`src/rtl/branch_predictor_pkg.sv`:
```
// Shared CPU definitions used by the branch predictor: default datapath width,
// instruction length and the 2-bit direction counter encodings.
package branch_predictor_pkg;

    localparam int XLEN_DEFAULT = 32;
    localparam int INSTR_LEN    = 4;

    typedef enum logic [1:0] {
        CNT_STRONG_NT = 2'b00,
        CNT_WEAK_NT   = 2'b01,
        CNT_WEAK_T    = 2'b10,
        CNT_STRONG_T  = 2'b11
    } bht_cnt_e;

    // The upper bit of the counter is the taken/not-taken prediction.
    function automatic logic cnt_predicts_taken(input bht_cnt_e cnt);
        return cnt[1];
    endfunction

endpackage

```
`src/rtl/branch_predictor_sat_counter2.sv`:
```
// Next-state logic for a 2-bit saturating direction counter.
module sat_counter2
    import branch_predictor_pkg::*;
(
    input  bht_cnt_e cnt_i,
    input  logic     taken_i,
    output bht_cnt_e cnt_next_o
);

    always_comb begin
        cnt_next_o = cnt_i;
        case (cnt_i)
            CNT_STRONG_NT: cnt_next_o = taken_i ? CNT_WEAK_NT  : CNT_STRONG_NT;
            CNT_WEAK_NT:   cnt_next_o = taken_i ? CNT_WEAK_T   : CNT_STRONG_NT;
            CNT_WEAK_T:    cnt_next_o = taken_i ? CNT_STRONG_T : CNT_WEAK_NT;
            CNT_STRONG_T:  cnt_next_o = taken_i ? CNT_STRONG_T : CNT_WEAK_T;
            default:       cnt_next_o = cnt_i;
        endcase
    end

endmodule

```
`src/rtl/branch_predictor.sv`:
```
// Direct-mapped branch target buffer with 2-bit direction counters and
// saturating resolved-branch / mispredict statistics.
module branch_predictor
    import branch_predictor_pkg::*;
#(
    parameter int XLEN    = XLEN_DEFAULT,
    parameter int ENTRIES = 16,
    parameter int TAG_W   = 8,
    parameter int CNT_W   = 16
) (
    input  logic             clk_i,
    input  logic             rst_i,
    input  logic             start_i,
    input  logic             flush_i,
    input  logic [XLEN-1:0]  lookup_pc_i,
    output logic             pred_hit_o,
    output logic             pred_taken_o,
    output logic [XLEN-1:0]  pred_target_o,
    input  logic             upd_valid_i,
    input  logic [XLEN-1:0]  upd_pc_i,
    input  logic             upd_taken_i,
    input  logic [XLEN-1:0]  upd_target_i,
    input  logic             upd_mispredict_i,
    output logic [CNT_W-1:0] branch_cnt_o,
    output logic [CNT_W-1:0] mispredict_cnt_o
);

    localparam int INDEX_W = $clog2(ENTRIES);

    // Update port: upd_valid_i qualifies all upd_* fields for exactly one
    // cycle; there is no ready, the table always accepts when start_i is high.

    logic              valid_q  [ENTRIES];
    logic [TAG_W-1:0]  tag_q    [ENTRIES];
    logic [XLEN-1:0]   target_q [ENTRIES];
    bht_cnt_e          cnt_q    [ENTRIES];

    logic [CNT_W-1:0]  branch_cnt_q;
    logic [CNT_W-1:0]  mispredict_cnt_q;

    logic [INDEX_W-1:0] lk_idx;
    logic [TAG_W-1:0]   lk_tag;
    logic [INDEX_W-1:0] up_idx;
    logic [TAG_W-1:0]   up_tag;
    logic               up_accept;
    logic               up_hit;
    bht_cnt_e           up_cnt_next;
    logic               unused_upd_pc;

    assign lk_idx = lookup_pc_i[INDEX_W+1:2];
    assign lk_tag = lookup_pc_i[INDEX_W+2 +: TAG_W];
    assign up_idx = upd_pc_i[INDEX_W+1:2];
    assign up_tag = upd_pc_i[INDEX_W+2 +: TAG_W];

    // Byte-offset and bits above the tag do not take part in indexing.
    assign unused_upd_pc = ^upd_pc_i;

    assign up_accept = upd_valid_i && start_i;
    assign up_hit    = valid_q[up_idx] && (tag_q[up_idx] == up_tag);

    // Lookup reads registered state only, so a same-cycle update is not seen.
    always_comb begin
        pred_hit_o    = valid_q[lk_idx] && (tag_q[lk_idx] == lk_tag);
        pred_taken_o  = pred_hit_o && cnt_predicts_taken(cnt_q[lk_idx]);
        pred_target_o = pred_taken_o ? target_q[lk_idx]
                                     : lookup_pc_i + XLEN'(INSTR_LEN);
    end

    sat_counter2 u_sat_counter2 (
        .cnt_i      (cnt_q[up_idx]),
        .taken_i    (upd_taken_i),
        .cnt_next_o (up_cnt_next)
    );

    always_ff @(posedge clk_i) begin
        if (rst_i) begin
            for (int i = 0; i < ENTRIES; i++) begin
                valid_q[i]  <= 1'b0;
                tag_q[i]    <= '0;
                target_q[i] <= '0;
                cnt_q[i]    <= CNT_WEAK_NT;
            end
        end else if (flush_i) begin
            for (int i = 0; i < ENTRIES; i++) begin
                valid_q[i] <= 1'b0;
            end
        end else if (up_accept) begin
            if (up_hit) begin
                cnt_q[up_idx] <= up_cnt_next;
                if (upd_taken_i) begin
                    target_q[up_idx] <= upd_target_i;
                end
            end else if (upd_taken_i) begin
                valid_q[up_idx]  <= 1'b1;
                tag_q[up_idx]    <= up_tag;
                target_q[up_idx] <= upd_target_i;
                cnt_q[up_idx]    <= CNT_WEAK_T;
            end
        end
    end

    // Statistics count accepted updates even when a flush suppresses them.
    always_ff @(posedge clk_i) begin
        if (rst_i) begin
            branch_cnt_q     <= '0;
            mispredict_cnt_q <= '0;
        end else if (up_accept) begin
            if (branch_cnt_q != '1) begin
                branch_cnt_q <= branch_cnt_q + CNT_W'(1);
            end
            if (upd_mispredict_i && (mispredict_cnt_q != '1)) begin
                mispredict_cnt_q <= mispredict_cnt_q + CNT_W'(1);
            end
        end
    end

    assign branch_cnt_o     = branch_cnt_q;
    assign mispredict_cnt_o = mispredict_cnt_q;

endmodule

```
`config.mk`:
```
export PLATFORM = sky130hd
export DESIGN_NAME = branch_predictor
export DESIGN_NICKNAME = d
export VERILOG_FILES = /design/src/rtl/branch_predictor_pkg.sv /design/src/rtl/branch_predictor_sat_counter2.sv /design/src/rtl/branch_predictor.sv
export SDC_FILE = /design/constraint.sdc
export NUM_CORES = 1
export LEC_CHECK = 0
export BUFFER_PORTS_ARGS = -buffer_cell sky130_fd_sc_hd__buf_2
export CAP_MARGIN = 15
export CORE_UTILIZATION = 30
export DETAILED_ROUTE_END_ITERATION = 12
export SLEW_MARGIN = 25
export SYNTH_ARGS = -nofsm -noshare
export SYNTH_HDL_FRONTEND = slang
export SYNTH_SLANG_ARGS = --single-unit
```
`constraint.sdc`:
```
create_clock -name clk_i -period 3.2 [get_ports clk_i]
set_input_delay 0.16 -clock clk_i [delete_from_list [all_inputs] [get_ports clk_i]]
set_output_delay 0.16 -clock clk_i [all_outputs]
set_load 0.05 [all_outputs]
```
# Word level (Yosys, flattened, before mapping)
# Memory sizes are Yosys's and may differ from the RTL's.
# Index checks and enable logic that the tools add are counted.
[word_totals]
elab_cells = 103
in_bits = 103
ff_bits = 32
output_inout_bits = 66
mem_bits_rw = 688
mem_count = 4
[classes]
eq_ne = 7
reduce_logical = 12
muxes = 57
n_addsub = 3
bitwise = 18
[mem_list]
columns = ["name", "depth", "word_bits", "read_ports", "rd_ports_with_merged_regs", "wr", "line", "source"]
rows = [
  ["target_q", 16, 32, 1, 0, 16, "branch_predictor.sv:35", "logic [XLEN-1:0] target_q [ENTRIES];"],
  ["tag_q", 16, 8, 2, 0, 16, "branch_predictor.sv:34", "logic [TAG_W-1:0] tag_q [ENTRIES];"],
  ["cnt_q", 16, 2, 2, 0, 16, "branch_predictor.sv:36", "bht_cnt_e cnt_q [ENTRIES];"],
  ["valid_q", 16, 1, 2, 0, 16, "branch_predictor.sv:33", "logic valid_q [ENTRIES];"],
]
[op_table]
columns = ["op", "n"]
rows = [
  ["two-way mux 32 bit", 3],
  ["two-way mux 1 bit", 44],
  ["adder 16 x 1 -> 16 bit, second input constant", 2],
  ["adder 32 x 3 -> 32 bit, second input constant", 1],
  ["!= test 16 bit, second input constant", 2],
  ["OR reduction 32 bit", 1],
  ["OR 1 bit", 18],
  ["== test 8 bit", 2],
  ["two-way mux 4 bit", 4],
  ["two-way mux 2 bit", 4],
  ["two-way mux 8 bit", 1],
  ["one-hot mux 2 bit (4 select lines)", 1],
  ["OR reduction 8 bit", 1],
  ["logical AND 1 bit", 5],
  ["== test 2 bit, second input constant", 2],
  ["AND reduction 2 bit", 2],
  ["== test 2 x 1 -> 1 bit, second input constant", 1],
  ["zero test 2 bit", 1],
  ["OR reduction 2 bit", 1],
  ["OR reduction 1 bit", 1],
]

# Longest topological paths before layout
# Gate-level depths: netlist (run 1).
# An unclocked memory read counts as a cell.
[logic_depth]
depth_word = 11
mapped_depth = 15
mapped_depth_nobuf = 9

# Cells and area by module
# A second synthesis (run 1) with hierarchy kept.
[hier_totals]
cells_unflattened = 2418
hier_area_um2 = 35575.4
[by_module_without_submodules]
columns = ["mod", "area_each_um2", "n_inst", "seq_area_each_um2", "cells_each"]
rows = [
  ["branch_predictor", 35549.1, 1, 21140.3, 2415],
  ["sat_counter2", 26.3, 1, 0.0, 3],
]

# Least setup slack after synthesis (run 1)
# Ideal clock, no wire load.
[synth_timing]
kind = "input-to-output"
from = "in lookup_pc_i[2]"
to = "out pred_target_o[2]"
slack_ns = -0.174
t_required_ns = 3.040
stages = 8
t_arrival_ns = 3.214
n_path_buf = 4
path_cell_list = "buf_2 buf_2 clkbuf_1 mux4_2 mux4_2 nand4_2 buf_2 mux2i_1"
[synth_between]
elab_chain_cells = 5
word_cells_on_any_way = 9
cone_classes = "1 x add/sub; 1 x eq/ne; 1 x mux; 2 x reduce/logical; 4 x memory"
[synth_rtl]
columns = ["item", "line", "source"]
rows = [
  ["from (decl)", "branch_predictor.sv:15", "input logic [XLEN-1:0] lookup_pc_i,"],
  ["memory (16 x 8 bit)", "-", ""],
  ["== test 8 bit", "branch_predictor.sv:63", "pred_hit_o = valid_q[lk_idx] && (tag_q[lk_idx] == lk_tag);"],
  ["logical AND 1 bit", "branch_predictor.sv:63", ""],
  ["logical AND 1 bit", "branch_predictor.sv:64", "pred_taken_o = pred_hit_o && cnt_predicts_taken(cnt_q[lk_idx]);"],
  ["two-way mux 32 bit (*)", "branch_predictor.sv:65", "pred_target_o = pred_taken_o ? target_q[lk_idx]"],
  ["to (decl)", "branch_predictor.sv:18", "output logic [XLEN-1:0] pred_target_o,"],
]
# Every way passes the cells marked *; elsewhere a longest branch is shown, timed or not.

==> impl_summary.txt, run 1 <==
----------------------------------------------------
[Detailed routing]
  Residual DRC ... 0
  Post-detailed-route wirelength per cell ... 24.7 um
  Count of TritonRoute iterations in the first routing pass ... 5
  Post-DRT Antenna Nets ... 0
  Vias/cell ... between 5 and 6
  Number of vias after detailed routing ... 22288
  Wire length reported by the detailed router ... between 100000 and 150000 um
  Number of DRC violations after detailed-routing iteration 0 ... approximately 2300

[Global routing]
  Overall global routing resource usage ... 17.4%
  Number of antenna violations at the first check in global routing ... 11
  GRT busiest layer ... met2
  First-pass GRT wire length ... around 150000 um
  Maximum number of pins on one net before global-route repair ... approximately 130
  Number of global-route vias before repair ... around 22000
  Met2 usage ... between 20% and 30%
  Grt ovf ... 0
  Met1 Use GR ... between 20% and 30%
  Global Route met3 Usage ... between 3 and 4%

[Setup path]
  Cell-by-cell trace of the critical path ... mux4_2 > mux4_2 > xor2_1 > nor3_2 > nand4_4 > buf_12 > mux2_2 > buf_4
  Worst setup EP type ... primary output
  CP top delay family ... multiplexers
  Critical Path Fanout Max ... 20
  Total buffers and inverters traversed by the critical path ... 2
  Cells on worst reg2reg path ... 10
  Longest individual stage delay on the worst path ... around 0.55 ns
  Crit-path slowest cell ... mux4_2
  Dominant cell type by count on the critical path ... mux4_2
  Required time of the critical path ... approximately 3.0 ns
  Stages on the worst setup path ... 8
  Worst setup SP type ... register
  Worst Setup Path Type ... reg -> out
  Data arrival time of the critical path ... 3.55 ns

[Place]
  Worst slack, placed ... -0.106 ns
  Placer's final routability congestion estimate ... 0.883
  Placed inst area ... 0.0385 mm2
  Detailed Place HPWL ... slightly above 60000 um
  Buffers on Ports ... 148

[Clock network]
  Clock tree from TritonCTS ... yes
  Clock insertion delay at the later pin of the skew report ... about 0.67 ns
  Number of CTS-inserted buffers ... 82
  Clock slew at reported path FFs ... about 0.060 ns
  Deepest level of the CTS H-tree ... 3
  CTS sink count ... between 700 and 800
  Clock tree root driver cell ... clkbuf_16
  Maximum buffer depth of the clock tree ... 3

[Final layout]
  Area Overhead vs Synth ... 19.5%
  Finished Cell Area ... roughly 0.042 mm2
  Fraction of layout cells with a size suffix above 1 ... between 20% and 30%
  Post-layout net count ... between 2000 and 3000

[STA]
  Maximum clock frequency ... roughly 0.27 GHz
  Final clock period utilization by the worst path ... 116%
  Minimum clock period after layout ... 3.71 ns
  Worst clock skew ... 0.0368 ns
  Number of max-slew violations in the final report ... 0
  Setup slack of the critical path after layout ... -0.512 ns
  Finish-stage setup viols ... 34
  RSZ-0062 raised after global routing ... true
  Final count of hold timing violations ... 0
  Worst-case headroom to the max-slew limit ... between 20% and 30%
  Worst Max-Slew Pin Slew ... approximately 1.1 ns

[Synthesis]
  Post-synth top flop ... edfxtp_1
  Post-Syn Area ... around 0.035 mm2
  Simple-Gate Fraction of Synth Area ... about 15%
  Post-synth net total ... roughly 2500
  Share of synthesized area spent on multiplexers ... 17.5%
  Syn. warnings ... 0
  Sequential cell area fraction in the yosys report ... about three fifths
  Cells after Synth ... around 2400
  XOR/XNOR share of the synthesized area ... approximately 1.8%
  Post-synthesis async set-or-reset flop share ... 0%
  Synth Area in Adders ... less than 1%
  Compound-Gate Fraction of Synth Area ... 2.20%
  Largest family of logic cells by synthesized area ... multiplexers
  Post-synthesis cell type count ... between 60 and 70
  Number of enable-type register cells in the synthesized netlist ... 672
  Average size of a mapped cell ... between 10 and 15 um2
  Post-synthesis register bit count ... between 700 and 800

[Worst hold path]
  Worst min-delay path class ... in -> reg
  Worst hold stages ... 4

[Run]
  Max-cap check violation count ... 0

[Die]
  Die Width ... 344 um
  Number of placement rows ... around 120
  Die Span Y ... roughly 340 um
  Initial standard-cell utilization of the core ... a little under a third
  Die ar. ... around 0.12 mm2
  Count of boundary I/O pins ... around 170
  Area of the core region ... about 0.11 mm2

[Power]
  Largest vdd supply drop ... between 0.3 and 0.4 mV
  Leakage power summed over all cells ... 0.0162 uW
  Power per unit of standard cell area ... 538 mW/mm2

[Run status]
  Result of the run ... finished, violations left
  Failing checks ... negative setup slack

----------------------------------------------------
area by class of cell:
class	instances	area (um2)
tap	1512	1890
clock inverter	50	582
antenna	2	5.00
inverter	11	42.5
clock buffer	100	2120
multi-input combinational	1442	12900
fill	10810	73100
timing repair buffer	360	3160
sequential	720	21100
placed cells by master, fill, tap and decap left out, drive strengths merged, types with 5 or more instances in the layout:
| master | count |
|---|---|
| buf | 325 |
| mux4 | 232 |
| and4 | 8 |
| inv | 12 |
| nor2b | 9 |
| a21o | 12 |
| o21bai | 22 |
| dfxtp | 48 |
| clkbuf | 102 |
| edfxtp | 672 |
| bufinv | 7 |
| xor2 | 35 |
| and3 | 521 |
| nor2 | 194 |
| nand3 | 36 |
| mux2i | 43 |
| nor3 | 15 |
| nand2 | 81 |
| or3 | 5 |
| xnor2 | 37 |
| a22oi | 11 |
| dlygate4sd3 | 33 |
| mux2 | 43 |
| or2 | 13 |
| o21ai | 13 |
| a21oi | 29 |
| clkinv | 40 |
| nand4 | 15 |
| nand2b | 28 |
worst paths after layout:
path	from	endpoint	slack (ns)
worst max-delay path	tag_q[3][4]$_SDFFCE_PN0P_	pred_target_o[6]	-0.51
worst min-delay path	upd_pc_i[8]	tag_q[11][2]$_SDFFCE_PN0P_	0.09
worst max register to register	tag_q[5][6]$_SDFFCE_PN0P_	cnt_q[10][1]$_SDFFCE_PN0P_	0.05
worst min register to register	valid_q[12]$_DFF_P_	valid_q[12]$_DFF_P_	0.48
stage by stage:
| step | total power, uW | instances | hold slack, ns | TNS [ns] | utilization (%) |
|---|---|---|---|---|---|
| 3_5_place_dp | 13200 | 4006 | 0.462 | -7.87 | 33.5 |
| 5_1_grt | 23200 | 4195 | 0.0881 | -17.66 | 36.4 |
| 2_1_floorplan | 12300 | 2432 | 0.383 | 0 | - |
| 3_3_place_gp | 13200 | 4006 | 0.468 | -11.90 | 33.5 |
| 6_report | 22500 | 4197 | 0.0907 | -14.33 | 36.4 |
| 4_1_cts | 22600 | 4191 | 0.0498 | -14.74 | 36.3 |
report_power, final:
| group | internal, uW | switching [uW] |
|---|---|---|
| logic | 950 | 1260 |
| clock network | 5360 | 4080 |
| registers | 10700 | 163 |
| total | 17000 | 5500 |
logic make-up (layout without fill, tap and decap cells):
logic type,after synthesis,in the layout
and+or+nand+nor,936,936
DFF,720,720
muxes,317,318
buffers and inverters,271,521
AOI/OAI and AO/OA,113,113
xor gates and xnor gates,72,72
adders and majority gates,3,3
other,0,2
worst min-delay path: cells and delay by family:
kind / cells / cell delay [ns]
buf+inv: 2 / 0.32
simple gates: 2 / 0.17
cells in the mapped netlist (5+ instances only):
library cell	number	share of area, %
mux2_2	39	1.3
and4_1	8	0.20
clkbuf_2	6	0.086
mux4_2	232	15
and3_1	521	9.3
dfxtp_1	48	2.7
buf_1	10	0.11
a21oi_1	29	0.41
o21bai_1	22	0.47
nand3_1	36	0.51
or3_1	5	0.089
a21o_1	12	0.26
mux2i_1	43	1.2
nand4_1	14	0.25
inv_1	10	0.11
nor3_1	14	0.20
o21ai_0	12	0.17
nor2b_1	9	0.16
xor2_1	35	0.88
a22oi_1	11	0.24
buf_6	8	0.26
or2_2	12	0.21
nand2b_1	28	0.50
nand2_1	81	0.87
edfxtp_1	672	58
clkbuf_1	192	2.1
buf_2	32	0.46
nor2_1	194	2.1
buf_4	12	0.26
xnor2_1	37	0.93
per-layer routing:
layer / wire (um) / vias to the layer above / part of all wire, %
met5: 113 / - / 0.11
met3: 8360 / 149 / 8.1
li1: - / 9793 / -
met2: 50800 / 931 / 49
met4: 2040 / 18 / 2.0
met1: 42500 / 11397 / 41
state kept, by name (all words and copies together), names as in the netlist:
name,flops
target_q,512
cnt_q,32
branch_cnt_o,16
mispredict_cnt_o,16
tag_q,128
valid_q,16
timing repair:
item / in CTS / in global routing
cloned: 0 / 2
hold buffers: 33 / 0
pin swaps: 1 / 4
hold endpoints to repair: 508 / 0
setup buffers: 2 / 2
gates resized for setup: 69 / 21
endpoints found under the setup margin: 48 / 154
(Power assumes the default switching activity.)
==> inputs of run 2 (changes only) <==
==> constraint.sdc (replaced) <==
create_clock -name clk_i -period 3.2 [get_ports clk_i]
set_input_delay 0.64 -clock clk_i [delete_from_list [all_inputs] [get_ports clk_i]]
set_output_delay 0.64 -clock clk_i [all_outputs]
set_load 0.05 [all_outputs]
==> run 2 against run 1 <==
The run still ends with negative setup slack left. Sequential share of layout area shrank 2.0 points. Clock-buffer cell count grew 4. Total power grew 0.33%.
==> impl_summary.txt, run 2 (same netlist as run 1, synthesis figures left out) <==
----------------------------------------------------
[Run status]
  Result of the run ... finished, violations left
  Failing checks ... negative setup slack

[STA]
  Worst Max-Slew Pin Slew ... 0.970 ns (-0.130 ns)
  Finish-stage setup viols ... 288 (+750%)
  Setup slack of the critical path after layout ... -0.893 ns (-0.381 ns)
  Post-route worst hold slack ... 0.437 ns (+0.347 ns)
  Worst-case headroom to the max-slew limit ... 35.4% (+8.7 points)
  Final count of hold timing violations ... 0 (unchanged)
  Minimum clock period after layout ... 4.09 ns (+0.381 ns)
  Maximum clock frequency ... 0.244 GHz (-9.3%)
  RSZ-0062 raised after global routing ... true
  Number of max-slew violations in the final report ... 0 (unchanged)
  Final clock period utilization by the worst path ... 128% (+12 points)
  Worst clock skew ... 0.0246 ns (-0.0122 ns)

[Global routing]
  Number of antenna violations at the first check in global routing ... 13 (+2)
  Overall global routing resource usage ... 17.8% (+0.49 points)
  Grt ovf ... 0 (unchanged)
  First-pass GRT wire length ... 155000 um (+2.3%)
  Number of global-route vias before repair ... 22754 (+2.4%)
  Maximum number of pins on one net before global-route repair ... 129 (unchanged)

[Final layout]
  Post-layout net count ... 2791 (+2.5%)
  Fraction of layout cells with a size suffix above 1 ... 37.0% (+8.3 points)
  Largest registers ... target_q (512), tag_q (128), cnt_q (32)
  Finished Cell Area ... 0.0436 mm2 (+4.0%)
  Register with the highest flop count ... target_q
  Most frequent cells in the layout ... edfxtp_1 (672), and3_1 (520), mux4_2 (232), buf_4 (213), buf_2 (121)
  Number of flip-flops in the largest register ... 512 (unchanged)
  Count of non-filler cells in the finished layout ... 4266 (+1.6%)
  Most common cell after layout, fill and taps aside ... edfxtp_1
  Area Overhead vs Synth ... 24.4%

[Detailed routing]
  Post-DRT Antenna Nets ... 0 (unchanged)
  Post-detailed-route wirelength per cell ... 25.3 um (+2.2%)
  Number of DRC violations after detailed-routing iteration 0 ... 1966 (-14%)
  Number of vias after detailed routing ... 22846 (+2.5%)
  Count of TritonRoute iterations in the first routing pass ... 5 (unchanged)
  Residual DRC ... 0 (unchanged)
  Vias/cell ... 5.36 (+0.85%)
  Wire length reported by the detailed router ... 108000 um (+3.9%)

[Place]
  Placed inst area ... 0.0395 mm2 (+2.6%)
  Worst slack, placed ... -0.871 ns (-0.765 ns)
  Buffers on Ports ... 148 (unchanged)
  Detailed Place HPWL ... 63200 um (+2.6%)
  Cell Count Post-Placement ... 4082 (+1.9%)
  Placer's final routability congestion estimate ... 0.856 (-3.0%)

[Setup path]
  Data arrival time of the critical path ... 3.45 ns (-0.10 ns)
  Worst Setup Path Type ... reg -> out
  Total buffers and inverters traversed by the critical path ... 2 (unchanged)
  Worst setup SP type ... register
  CP top delay family ... multiplexers
  Critical register-to-register path startpoint ... tag_q[15][6]$_SDFFCE_PN0P_
  Worst setup EP type ... primary output
  Crit-path slowest cell ... mux4_2
  Reg-to-Reg End ... tag_q[14][4]$_SDFFCE_PN0P_
  Required time of the critical path ... 2.56 ns (-0.48 ns)
  Dominant cell type by count on the critical path ... mux4_2
  Cells on worst reg2reg path ... 13 (+3)
  Cell-by-cell trace of the critical path ... mux4_2 > mux4_2 > xor2_1 > nor3_2 > nand4_4 > buf_6 > mux2_4 > buf_2
  Worst-case register-to-register setup slack ... -0.17 ns (-0.22 ns)
  Critical Path Fanout Max ... 10 (-50%)
  Longest individual stage delay on the worst path ... 0.50 ns (-0.05 ns)

[Power]
  Largest vdd supply drop ... 0.379 mV (+6.0%)
  Power per unit of standard cell area ... 518 mW/mm2 (-3.6%)
  Power Internal ... 17000 uW (-0.10%)
  Switching component of the power ... 5590 uW (+1.7%)
  Switch share ... 24.8% (+0.32 points)
  Combinational cell fraction of total power ... 10.6% (+0.8 points)
  Power share of the sequential group ... 48.1% (-0.2 points)
  Clock Power Share ... 41.3% (-0.6 points)
  Total power ... 22600 uW (+0.33%)
  Leakage power summed over all cells ... 0.0169 uW (+3.8%)

[Clock network]
  Cts-stage hold buffer count ... 0 (-100%)
  CTS sink count ... 720 (unchanged)
  Maximum buffer depth of the clock tree ... 3 (unchanged)
  Deepest level of the CTS H-tree ... 3 (unchanged)
  Number of CTS-inserted buffers ... 83 (+1.2%)
  Clock tree root driver cell ... clkbuf_16
  Clock slew at reported path FFs ... 0.06 ns (about the same)
  Clock insertion delay at the later pin of the skew report ... 0.67 ns (about the same)
  Clock tree from TritonCTS ... yes

[Die]
  Die ar. ... 0.118 mm2 (unchanged)
  Count of boundary I/O pins ... 169 (unchanged)
  Die Width ... 344 um (unchanged)
  Number of placement rows ... 124 (unchanged)
  Die Span Y ... 344 um (unchanged)
  Initial standard-cell utilization of the core ... 30.5% (unchanged)
  Area of the core region ... 0.115 mm2 (unchanged)

[Worst hold path]
  Startpoint of the tightest hold check path ... upd_mispredict_i
  Destination of the worst hold path ... mispredict_cnt_o[1]$_SDFFE_PP0P_
  Worst hold stages ... 4 (unchanged)
  Worst min-delay path class ... in -> reg

[Run]
  Max-cap check violation count ... 0 (unchanged)

----------------------------------------------------
## run 2: layout make-up
cell class	count	area (um2)
fill	10632	71400
timing repair buffer	427	3820
antenna	4	10.0
clock inverter	46	428
clock buffer	104	2200
multi-input combinational	1442	14000
tap	1512	1890
sequential	720	21100
inverter	11	46.3
## run 2: how the worst max path moves through the flow
stage          cells past startpoint                       start  slack (ns)                end
6_report                           8  tag_q[12][4]$_SDFFCE_PN0P_       -0.89  pred_target_o[13]
5_1_grt                            8   tag_q[6][4]$_SDFFCE_PN0P_       -0.95  pred_target_o[13]
4_1_cts                            8   tag_q[6][4]$_SDFFCE_PN0P_       -0.92  pred_target_o[24]
3_5_place_dp                      12              lookup_pc_i[2]       -0.87  pred_target_o[13]
3_3_place_gp                      12              lookup_pc_i[2]       -0.88  pred_target_o[20]
2_1_floorplan                     12              lookup_pc_i[2]       -0.43   pred_target_o[2]
## run 2: repair_timing
| action | CTS | global route |
|---|---|---|
| pin swaps | 3 | 42 |
| gates resized for setup | 61 | 221 |
| endpoints found under the setup margin | 330 | 327 |
| gates cloned | 1 | 8 |
| setup buffers | 4 | 19 |
## run 2: power by group through the flow
stage	sequential, uW	combinational, uW	clock, uW
6_report	10900	2390	9340
5_1_grt	10900	2510	9810
4_1_cts	10900	2320	9480
3_5_place_dp	11000	2280	0
3_3_place_gp	11000	2270	0
2_1_floorplan	11000	1360	0
## run 2: per-layer routing
metal	up-vias	wire length (um)	GRT usage, %
met5	-	57	0
met4	10	3260	5.83
met3	170	7430	3.02
met2	908	53600	30.3
met1	11827	43500	23.1
li1	9931	-	-
## run 2: worst register-to-register path, delay by kind of cell, from the launching register on
family / cells / cell delay (ns)
and+or+nand+nor: 4 / 0.78
buffers and inverters: 5 / 0.77
muxes: 2 / 0.65
DFF: 1 / 0.42
AOI/OAI and AO/OA: 1 / 0.34
xor gates and xnor gates: 1 / 0.15
## run 2: per-stage QoR
step	setup TNS, ns	utilization, %
2_1_floorplan	-16.10	-
3_3_place_gp	-230.60	34.4
3_5_place_dp	-239.31	34.4
4_1_cts	-29.65	36.9
5_1_grt	-72.17	37.9
6_report	-45.04	37.9
